### config.mk
export PLATFORM = sky130hd
export DESIGN_NAME = bus_interface
export DESIGN_NICKNAME = d
export VERILOG_FILES = /design/src/rtl/bus_interface.sv
export SDC_FILE = /design/constraint.sdc
export NUM_CORES = 1
export LEC_CHECK = 0
export ABC_AREA = 0
export BUFFER_PORTS_ARGS = -buffer_cell sky130_fd_sc_hd__buf_2
export CAP_MARGIN = 30
export CELL_PAD_IN_SITES_DETAIL_PLACEMENT = 1
export CELL_PAD_IN_SITES_GLOBAL_PLACEMENT = 2
export CORE_UTILIZATION = 41
export CTS_CLUSTER_DIAMETER = 50
export DETAILED_ROUTE_END_ITERATION = 10
export PLACE_DENSITY_LB_ADDON = 0.25
export SLEW_MARGIN = 20
export SYNTH_ARGS = -nofsm -noshare
export SYNTH_HDL_FRONTEND = slang
export SYNTH_SLANG_ARGS = --single-unit
### constraint.sdc
create_clock -name ph1 -period 3.5 [get_ports ph1]
set_clock_uncertainty 0.05 [all_clocks]
set_input_delay 0.175 -clock ph1 [delete_from_list [all_inputs] [get_ports ph1]]
set_output_delay 0.175 -clock ph1 [all_outputs]
set_load 0.1 [all_outputs]
### src/rtl/bus_interface.sv
// bus_interface
// Converts the 6502 core's per-cycle accesses into an external memory
// request/acknowledge bus with wait states. Writes are posted into a small
// circular write buffer. Reads stall the core until memory returns data. A
// watchdog aborts any transaction whose request stays unacknowledged for
// TIMEOUT cycles and raises a sticky error.
//
// Ports:
//   ph1            in   sole clock, rising edge
//   reset          in   asynchronous active-low reset
//   core_valid     in   core presents an access this cycle
//   core_read_en   in   1 = read, 0 = write
//   core_address   in   [15:0] access address
//   core_data_out  in   [7:0]  write data from the core
//   core_data_in   out  [7:0]  read data to the core (registered, held)
//   core_stall     out  core must hold its request (combinational)
//   mem_req        out  external request, held until acknowledged
//   mem_we         out  1 = write transaction
//   mem_addr       out  [15:0] transaction address
//   mem_wdata      out  [7:0]  transaction write data
//   mem_ack        in   memory completed the transaction this cycle
//   mem_rdata      in   [7:0]  read data, valid with mem_ack
//   err_clr        in   synchronous clear of bus_error
//   bus_error      out  sticky timeout flag
//   wb_empty       out  write buffer holds no entries (combinational)
module bus_interface #(
  parameter int WB_DEPTH = 2,
  parameter int TIMEOUT  = 255
) (
  input  logic        ph1,
  input  logic        reset,
  input  logic        core_valid,
  input  logic        core_read_en,
  input  logic [15:0] core_address,
  input  logic [7:0]  core_data_out,
  output logic [7:0]  core_data_in,
  output logic        core_stall,
  output logic        mem_req,
  output logic        mem_we,
  output logic [15:0] mem_addr,
  output logic [7:0]  mem_wdata,
  input  logic        mem_ack,
  input  logic [7:0]  mem_rdata,
  input  logic        err_clr,
  output logic        bus_error,
  output logic        wb_empty
);

  typedef enum logic [1:0] {
    IDLE  = 2'd0,
    WRITE = 2'd1,
    READ  = 2'd2,
    RDONE = 2'd3
  } state_t;

  localparam logic [2:0] DEPTH_C  = 3'(WB_DEPTH);
  localparam logic [1:0] LAST_PTR = 2'(WB_DEPTH - 1);
  // Abort fires in the request cycle whose count would reach TIMEOUT.
  localparam logic [7:0] TO_LAST  = 8'(TIMEOUT - 1);

  state_t      state_q, state_d;
  logic [1:0]  head_q, head_d;
  logic [1:0]  tail_q, tail_d;
  logic [2:0]  count_q, count_d;
  logic [7:0]  tcnt_q, tcnt_d;
  logic        mem_req_q, mem_req_d;
  logic        mem_we_q, mem_we_d;
  logic [15:0] mem_addr_q, mem_addr_d;
  logic [7:0]  mem_wdata_q, mem_wdata_d;
  logic [7:0]  core_data_in_q, core_data_in_d;
  logic        bus_error_q, bus_error_d;

  // Buffer storage is sized for the largest legal depth so a 2-bit pointer
  // indexes it exactly; only the first WB_DEPTH slots are ever used.
  logic [15:0] wb_addr_q [4];
  logic [7:0]  wb_data_q [4];

  logic        wb_full;
  logic        enq;
  logic        deq;
  logic        ack_seen;
  logic        timeout_hit;
  logic [15:0] head_addr;
  logic [7:0]  head_data;

  function automatic logic [1:0] ptr_inc(input logic [1:0] p);
    return (p == LAST_PTR) ? 2'd0 : p + 2'd1;
  endfunction

  // Full is taken from registered count only, so a slot freed by an ack in
  // this cycle cannot accept a write until the following cycle.
  assign wb_full     = (count_q == DEPTH_C);
  assign wb_empty    = (count_q == 3'd0);
  assign enq         = core_valid && !core_read_en && !wb_full;
  assign ack_seen    = mem_req_q && mem_ack;
  assign timeout_hit = mem_req_q && !mem_ack && (tcnt_q == TO_LAST);
  assign head_addr   = wb_addr_q[head_q];
  assign head_data   = wb_data_q[head_q];

  assign core_stall  = core_valid && (core_read_en ? (state_q != RDONE) : wb_full);

  assign mem_req      = mem_req_q;
  assign mem_we       = mem_we_q;
  assign mem_addr     = mem_addr_q;
  assign mem_wdata    = mem_wdata_q;
  assign core_data_in = core_data_in_q;
  assign bus_error    = bus_error_q;

  always_comb begin
    state_d        = state_q;
    mem_req_d      = mem_req_q;
    mem_we_d       = mem_we_q;
    mem_addr_d     = mem_addr_q;
    mem_wdata_d    = mem_wdata_q;
    core_data_in_d = core_data_in_q;
    bus_error_d    = bus_error_q;
    tcnt_d         = 8'd0;
    deq            = 1'b0;

    if (err_clr) begin
      bus_error_d = 1'b0;
    end

    case (state_q)
      IDLE: begin
        if (count_q != 3'd0) begin
          mem_req_d   = 1'b1;
          mem_we_d    = 1'b1;
          mem_addr_d  = head_addr;
          mem_wdata_d = head_data;
          state_d     = WRITE;
        end else if (enq) begin
          // Empty buffer: the write being enqueued right now becomes the
          // head, so it goes straight onto the bus for one-cycle latency.
          mem_req_d   = 1'b1;
          mem_we_d    = 1'b1;
          mem_addr_d  = core_address;
          mem_wdata_d = core_data_out;
          state_d     = WRITE;
        end else if (core_valid && core_read_en) begin
          mem_req_d  = 1'b1;
          mem_we_d   = 1'b0;
          mem_addr_d = core_address;
          state_d    = READ;
        end
      end

      WRITE: begin
        if (ack_seen) begin
          deq       = 1'b1;
          mem_req_d = 1'b0;
          state_d   = IDLE;
        end else if (timeout_hit) begin
          // Hung write is discarded; a timeout outranks err_clr.
          deq         = 1'b1;
          mem_req_d   = 1'b0;
          bus_error_d = 1'b1;
          state_d     = IDLE;
        end else begin
          tcnt_d = tcnt_q + 8'd1;
        end
      end

      READ: begin
        if (ack_seen) begin
          core_data_in_d = mem_rdata;
          mem_req_d      = 1'b0;
          state_d        = RDONE;
        end else if (timeout_hit) begin
          core_data_in_d = 8'hFF;
          mem_req_d      = 1'b0;
          bus_error_d    = 1'b1;
          state_d        = RDONE;
        end else begin
          tcnt_d = tcnt_q + 8'd1;
        end
      end

      RDONE: begin
        state_d = IDLE;
      end

      default: begin
        state_d = IDLE;
      end
    endcase

    head_d  = deq ? ptr_inc(head_q) : head_q;
    tail_d  = enq ? ptr_inc(tail_q) : tail_q;
    count_d = count_q + 3'(enq) - 3'(deq);
  end

  always_ff @(posedge ph1 or negedge reset) begin
    if (!reset) begin
      state_q        <= IDLE;
      head_q         <= 2'd0;
      tail_q         <= 2'd0;
      count_q        <= 3'd0;
      tcnt_q         <= 8'd0;
      mem_req_q      <= 1'b0;
      mem_we_q       <= 1'b0;
      mem_addr_q     <= 16'h0000;
      mem_wdata_q    <= 8'h00;
      core_data_in_q <= 8'h00;
      bus_error_q    <= 1'b0;
    end else begin
      state_q        <= state_d;
      head_q         <= head_d;
      tail_q         <= tail_d;
      count_q        <= count_d;
      tcnt_q         <= tcnt_d;
      mem_req_q      <= mem_req_d;
      mem_we_q       <= mem_we_d;
      mem_addr_q     <= mem_addr_d;
      mem_wdata_q    <= mem_wdata_d;
      core_data_in_q <= core_data_in_d;
      bus_error_q    <= bus_error_d;
    end
  end

  // Entry storage needs no reset: validity is carried by count/pointers.
  always_ff @(posedge ph1) begin
    if (enq) begin
      wb_addr_q[tail_q] <= core_address;
      wb_data_q[tail_q] <= core_data_out;
    end
  end

endmodule

; ---- Yosys cells after proc, flatten, opt, wreduce, memory -nomap -nowiden
; Memory sizes are Yosys's and may differ from the RTL's.
; Index checks and enable logic that the tools add are counted.
[totals]
reg_bits = 52
ramBits = 96
in_bits = 38
output_inout_bits = 37
word_cells = 92
n_memories = 2
[memory_table]
columns = memory, depth, width, rd, rd_ports_with_merged_regs, write_ports, line
row1 = wb_addr_q, 4, 16, 1, 0, 1, 75  ; logic [15:0] wb_addr_q [4];
row2 = wb_data_q, 4, 8, 1, 0, 1, 76  ; logic [7:0] wb_data_q [4];
[op_classes]
n_addsub = 5
n_eq_ne = 12
muxes = 39
n_reduce_logical = 23
[op_table]
columns = op, count
row1 = $mux 8, 7
row2 = $mux 16, 3
row3 = $mux 1, 18
row4 = $mux 2, 9
row5 = $add 8x1->8 const B, 1
row6 = $eq 8x8->1 const B, 1
row7 = $pmux 2 s4, 1
row8 = $logic_and 1x1->1, 7
row9 = $eq 2x1->1 const B, 3
row10 = $ne 3x3->1 const B, 2
row11 = $reduce_and 2->1, 3
row12 = $reduce_and 3->1, 2
row13 = $reduce_bool 2->1, 3
row14 = $reduce_bool 3->1, 2
row15 = $add 2x1->2 const B, 2
row16 = $eq 2x2->1 const B, 2
row17 = $ne 4x4->1 const B, 1
row18 = $add 3x1->3, 1
row19 = $eq 3x2->1 const B, 1
row20 = $logic_not 1->1, 3
row21 = $logic_not 3->1, 1
row22 = $ne 3x1->1 const B, 1
row23 = $sub 3x1->3, 1
row24 = $logic_not 2->1, 1
row25 = other kinds (3), 3

; ---- Logic depth before layout (Yosys ltp)
[logic_depth]
depth_word = 7
mapped_depth = 11
depth_no_buf = 11

; ---- Worst setup path before layout
; OpenSTA, ideal clock, no wires.
[synth_timing]
path_type = register -> register
from = register count_q[2]
to = memory wb_addr_q[2][0], enable pin
setup_time_ps = 440
t_arrival_ps = 2719
required_time_ps = 3010
setup_slack_ps = 291
stages_incl_launch_ff = 5
path_buffers = 0
period_less_slack_ps = 3209
path_cell_list = dfrtp_1 > nor2_1 > a21oi_1 > inv_1 > nor3b_1
[synth_between]
elab_chain_len = 5
[synth_rtl]
columns = element, line
row1 = start: declaration, 64  ; logic [2:0] count_q, count_d;
row2 = start signal: assignment, 210  ; count_q <= count_d;
row3 = $eq 3x2->1, 92  ; assign wb_full = (count_q == DEPTH_C);
row4 = $logic_not 1->1, 94  ; assign enq = core_valid && !core_read_en && !wb_full;
row5 = $logic_and 1x1->1, 94
row6 = $mux 1, 223  ; if (enq) begin
row7 = $mux 1 (not written as such), 224  ; wb_addr_q[tail_q] <= core_address;
row8 = end: declaration, 75
; No other way between the ends.

; ---- Final worst setup path
[layout_timing]
from = register tcnt_q[0]
to = register count_q[2]
[layout_between]
elab_chain_len = 6
[layout_rtl]
columns = element, line
row1 = start: declaration, 65  ; logic [7:0] tcnt_q, tcnt_d;
row2 = start signal: assignment, 211  ; tcnt_q <= tcnt_d;
row3 = $eq 8x8->1, 96  ; assign timeout_hit = mem_req_q && !mem_ack && (tcnt_q == TO_LAST);
row4 = $logic_and 1x1->1, 96
row5 = $mux 1, 153  ; end else if (timeout_hit) begin
row6 = $mux 1, 149  ; if (ack_seen) begin
row7 = $mux 1, 124  ; case (state_q)
row8 = net deq, 80  ; logic deq;
row9 = $sub 3x1->3, 190  ; count_d = count_q + 3'(enq) - 3'(deq);
row10 = net count_d[2], 64
; The timed path passes the listed nets, and every way through them passes these cells.
; A chain may end at the register's enable or synchronous reset.

==> summary.md <==
| Metric | Value |
|---|---|
| H-tree levels | 4 |
| Simple-Gate Fraction of Synth Area | 8.421% |
| Port buffer count | 74 |
| Slew headroom | between 40% and 50% |
| CTS clk-pin slew, worst paths | around 60 ps |
| Post-DP HPWL | approximately 8000 um |
| Global-route wire length before repair | 20560 um |
| Initial antenna violation count | 0 |
| Initial core utilization | a little over two fifths |
| Via count | approximately 3.5k |
| Worst slew pin tran | a little over 800 ps |
| FFs w/ async S/R, synth | 35.14% |
| Number of synthesized flops with an enable pin | 96 |
| Tot Pwr | roughly 7.4 mW |
| Crit. End Element | register |
| Core ar. | about 14000 sq um |
| Pre-antenna DRT Iters | 4 |
| Vias per Instance | between 5 and 6 |
| Fill cells | around 1.4k |
| RSZ-0062 raised after global routing | false |
| Register bit total from synthesis | 148 |
| Synth-to-Final Area Change | 26.08% |
| Power Dens Cells | 992.0 nW/um^2 |
| TritonCTS clock tree | yes |
| CTS Root Cell | clkbuf_16 |
| Cells after Synth | between 300 and 400 |
| R2r startpoint | tcnt_q[0] |
| Slew Viols, Final | 0 |
| Initial drt markers | approximately 190 |
| Compound-cell area share of the yosys netlist | under 10% |
| Clock Sink Count | between 100 and 150 |
| Minimum clock period after layout | 2542 ps |
| Hold Violations, Final | 0 |
| Main combinational cell family by area after synthesis | multiplexers |
| Max Freq | a little under 400 MHz |
| Max VDD drop | between 0.7 and 0.8 mV |
| Placer Congestion | between 0.7 and 0.8 |
| CP Data Required Time | 3790 ps |
| CTS buffer count | 17 |
| Synthesized area | roughly 6000 sq um |
| Site Rows | 43 |
| Total GRT Usage | 19.09% |
| Share of cells above drive strength 1 | around 28% |
| Adder-Cell Fraction of Synth Area | ~2.2% |
| Max cap viols | 0 |
| Ant diodes | 0 |
| CP Launch Point | tcnt_q[0] |
| GR Overflow Total | 0 |
| Yosys cell types | 43 |
| XOR/XNOR Fraction of Synth Area | ~1.5% |
| Lkg Pwr | between 2 and 3 nW |
| Status | finished, final reports clean |
| Pin count of the biggest net entering global routing | 32 |
| Crit-path max FO | 5 |
| Arr. time, crit path | roughly 2800 ps |
| Die height | roughly 120 um |
| Final worst path period share | ~73% |
| Top_reg_cell synth | edfxtp_1 |
| DIE AREA | 14980 sq um |
| Deepest clock path buffer count | 2 |
| Synth Net Count | 428 |
| Critical setup path kind | register to register |
| Vias in the first global route | approximately 3.9k |
| Final core utilization | 53.57% |
| Setup TNS | 0 ps |
| Mean Syn Cell Area | roughly 16 sq um |
| Worst hold path class | input pin to register |
| Startpoint of the worst hold path | core_valid |
| Final setup violation count | 0 |
| Critical path launch point type | register |
| Post-DRT Antenna Nets | 0 |
| Clock Latency Late Sink | ~420 ps |
| I/O pins | 75 |
| Warnings from Yosys | 0 |
| Wire length per cell | around 19 um |
| Mux cell area share after synthesis | 9.453% |
| Die width | approximately 120 um |
| Drc violations | 0 |
| Register area share after synthesis | between 70% and 80% |
| Total wire length | approximately 13000 um |
| Net count, final | ~550 |
-- cell families (layout without fill, tap and decap cells) --
| logic type | Yosys count | in the layout |
|---|---|---|
| adders and majority gates | 10 | 10 |
| muxes | 26 | 26 |
| buffers and inverters | 28 | 160 |
| AOI/OAI and AO/OA | 43 | 43 |
| and+or+nand+nor | 115 | 115 |
| DFF | 148 | 148 |
| xor gates and xnor gates | 10 | 10 |
-- worst max-delay path: stages, from the launching register on --
cell	delay (ps)
dfrtp_1	420
inv_1	80
ha_1	140
nand4_1	200
o31ai_4	270
and2_1	220
ha_1	150
inv_1	40
ha_1	180
fa_1	370
xnor2_1	210
xnor2_1	140
-- synth_stat cells, drive strengths merged (2+ instances only) --
cell     n  area share, %
xor2     4           0.59
nand2   58            3.8
dfrtp   52             22
o22a     8            1.2
buf     16            1.8
a21boi   3           0.57
inv     11           0.74
a21oi    2           0.17
xnor2    6           0.88
nand3    4           0.34
mux4    24            9.1
ha       9            1.9
nand4    2           0.32
and2     4           0.42
a31oi   24            2.5
nor2    36            2.3
edfxtp  96             49
nand2b   3           0.32
nor3     2           0.17
-- worst paths after layout --
path,end,slack (ps),cells after the start
setup / recovery,count_q[2],960,11
max in group asynchronous,head_q[0],2200,3
hold reg to reg,core_data_in[2],440,1
hold / removal,state_q[0],230,5
min in group asynchronous,mem_addr[7],350,2
setup reg to reg,count_q[2],960,11
-- through the flow --
step	cells	worst slack [ps]	area, sq um	hold slack, ps
2_1_floorplan	380	291.0	5943	-170.6
3_3_place_gp	624	1058	6499	250.8
3_5_place_dp	624	978.1	6499	262.1
4_1_cts	691	929.5	7466	218.6
5_1_grt	692	736.5	7493	264.9
6_report	692	958.1	7493	225.9
-- per-layer routing --
metal,vias to the layer above,GRT usage [%],wire length (um)
met1,1791,24.49,5910
met4,0,8.460,238
met5,-,0,0
met2,80,31.25,6515
met3,19,4.089,476
li1,1651,-,-
-- sequential cells by signal, summed over array words and instances, names as in the netlist --
signal / cells
wb_data_q: 32
bus_error: 1
count_q: 3
head_q: 2
mem_req: 1
state_q: 2
tcnt_q: 8
wb_addr_q: 64
mem_wdata: 8
core_data_in: 8
tail_q: 2
mem_we: 1
mem_addr: 16
-- cell type report --
type | count | area, sq um | share of cell area [%]
sequential | 148 | 4185 | 55.85
multi-input combinational | 204 | 1622 | 21.64
timing repair buffer | 117 | 800.8 | 10.69
clock buffer | 21 | 460.4 | 6.145
tap | 180 | 225.2 | 3.006
clock inverter | 11 | 156.4 | 2.087
inverter | 11 | 43.79 | 0.5844
-- report_power, final --
part,switching [mW],internal (mW),total [mW]
Clock,0.670,1.22,1.89
Combinational,2.35,0.758,3.11
Sequential,0.227,2.21,2.44
-- cell usage in the layout, fill, tap and decap left out, types with 3 or more instances in the layout --
cell type / netlist / routed
xnor2_1: 6 / 6
a31oi_1: 24 / 24
nor2_1: 36 / 35
ha_1: 9 / 9
edfxtp_1: 96 / 96
clkinv_1: 0 / 3
buf_4: 1 / 7
buf_2: 9 / 74
and2_1: 4 / 4
inv_1: 10 / 10
bufinv_16: 0 / 4
dfrtp_1: 52 / 51
xor2_1: 4 / 4
nand3_1: 4 / 4
nand2_1: 57 / 57
dlygate4sd3_1: 0 / 35
o22a_1: 8 / 8
nand2b_1: 3 / 3
clkbuf_16: 0 / 17
mux4_2: 24 / 24
-- timing repair --
item	CTS	global route
endpoints found under the setup margin	0	0
gates resized for setup	0	0
buffers inserted	0	0
endpoints found under the hold margin	150	0
hold buffers	35	0
Note: power is estimated with default switching activity, not from simulation.
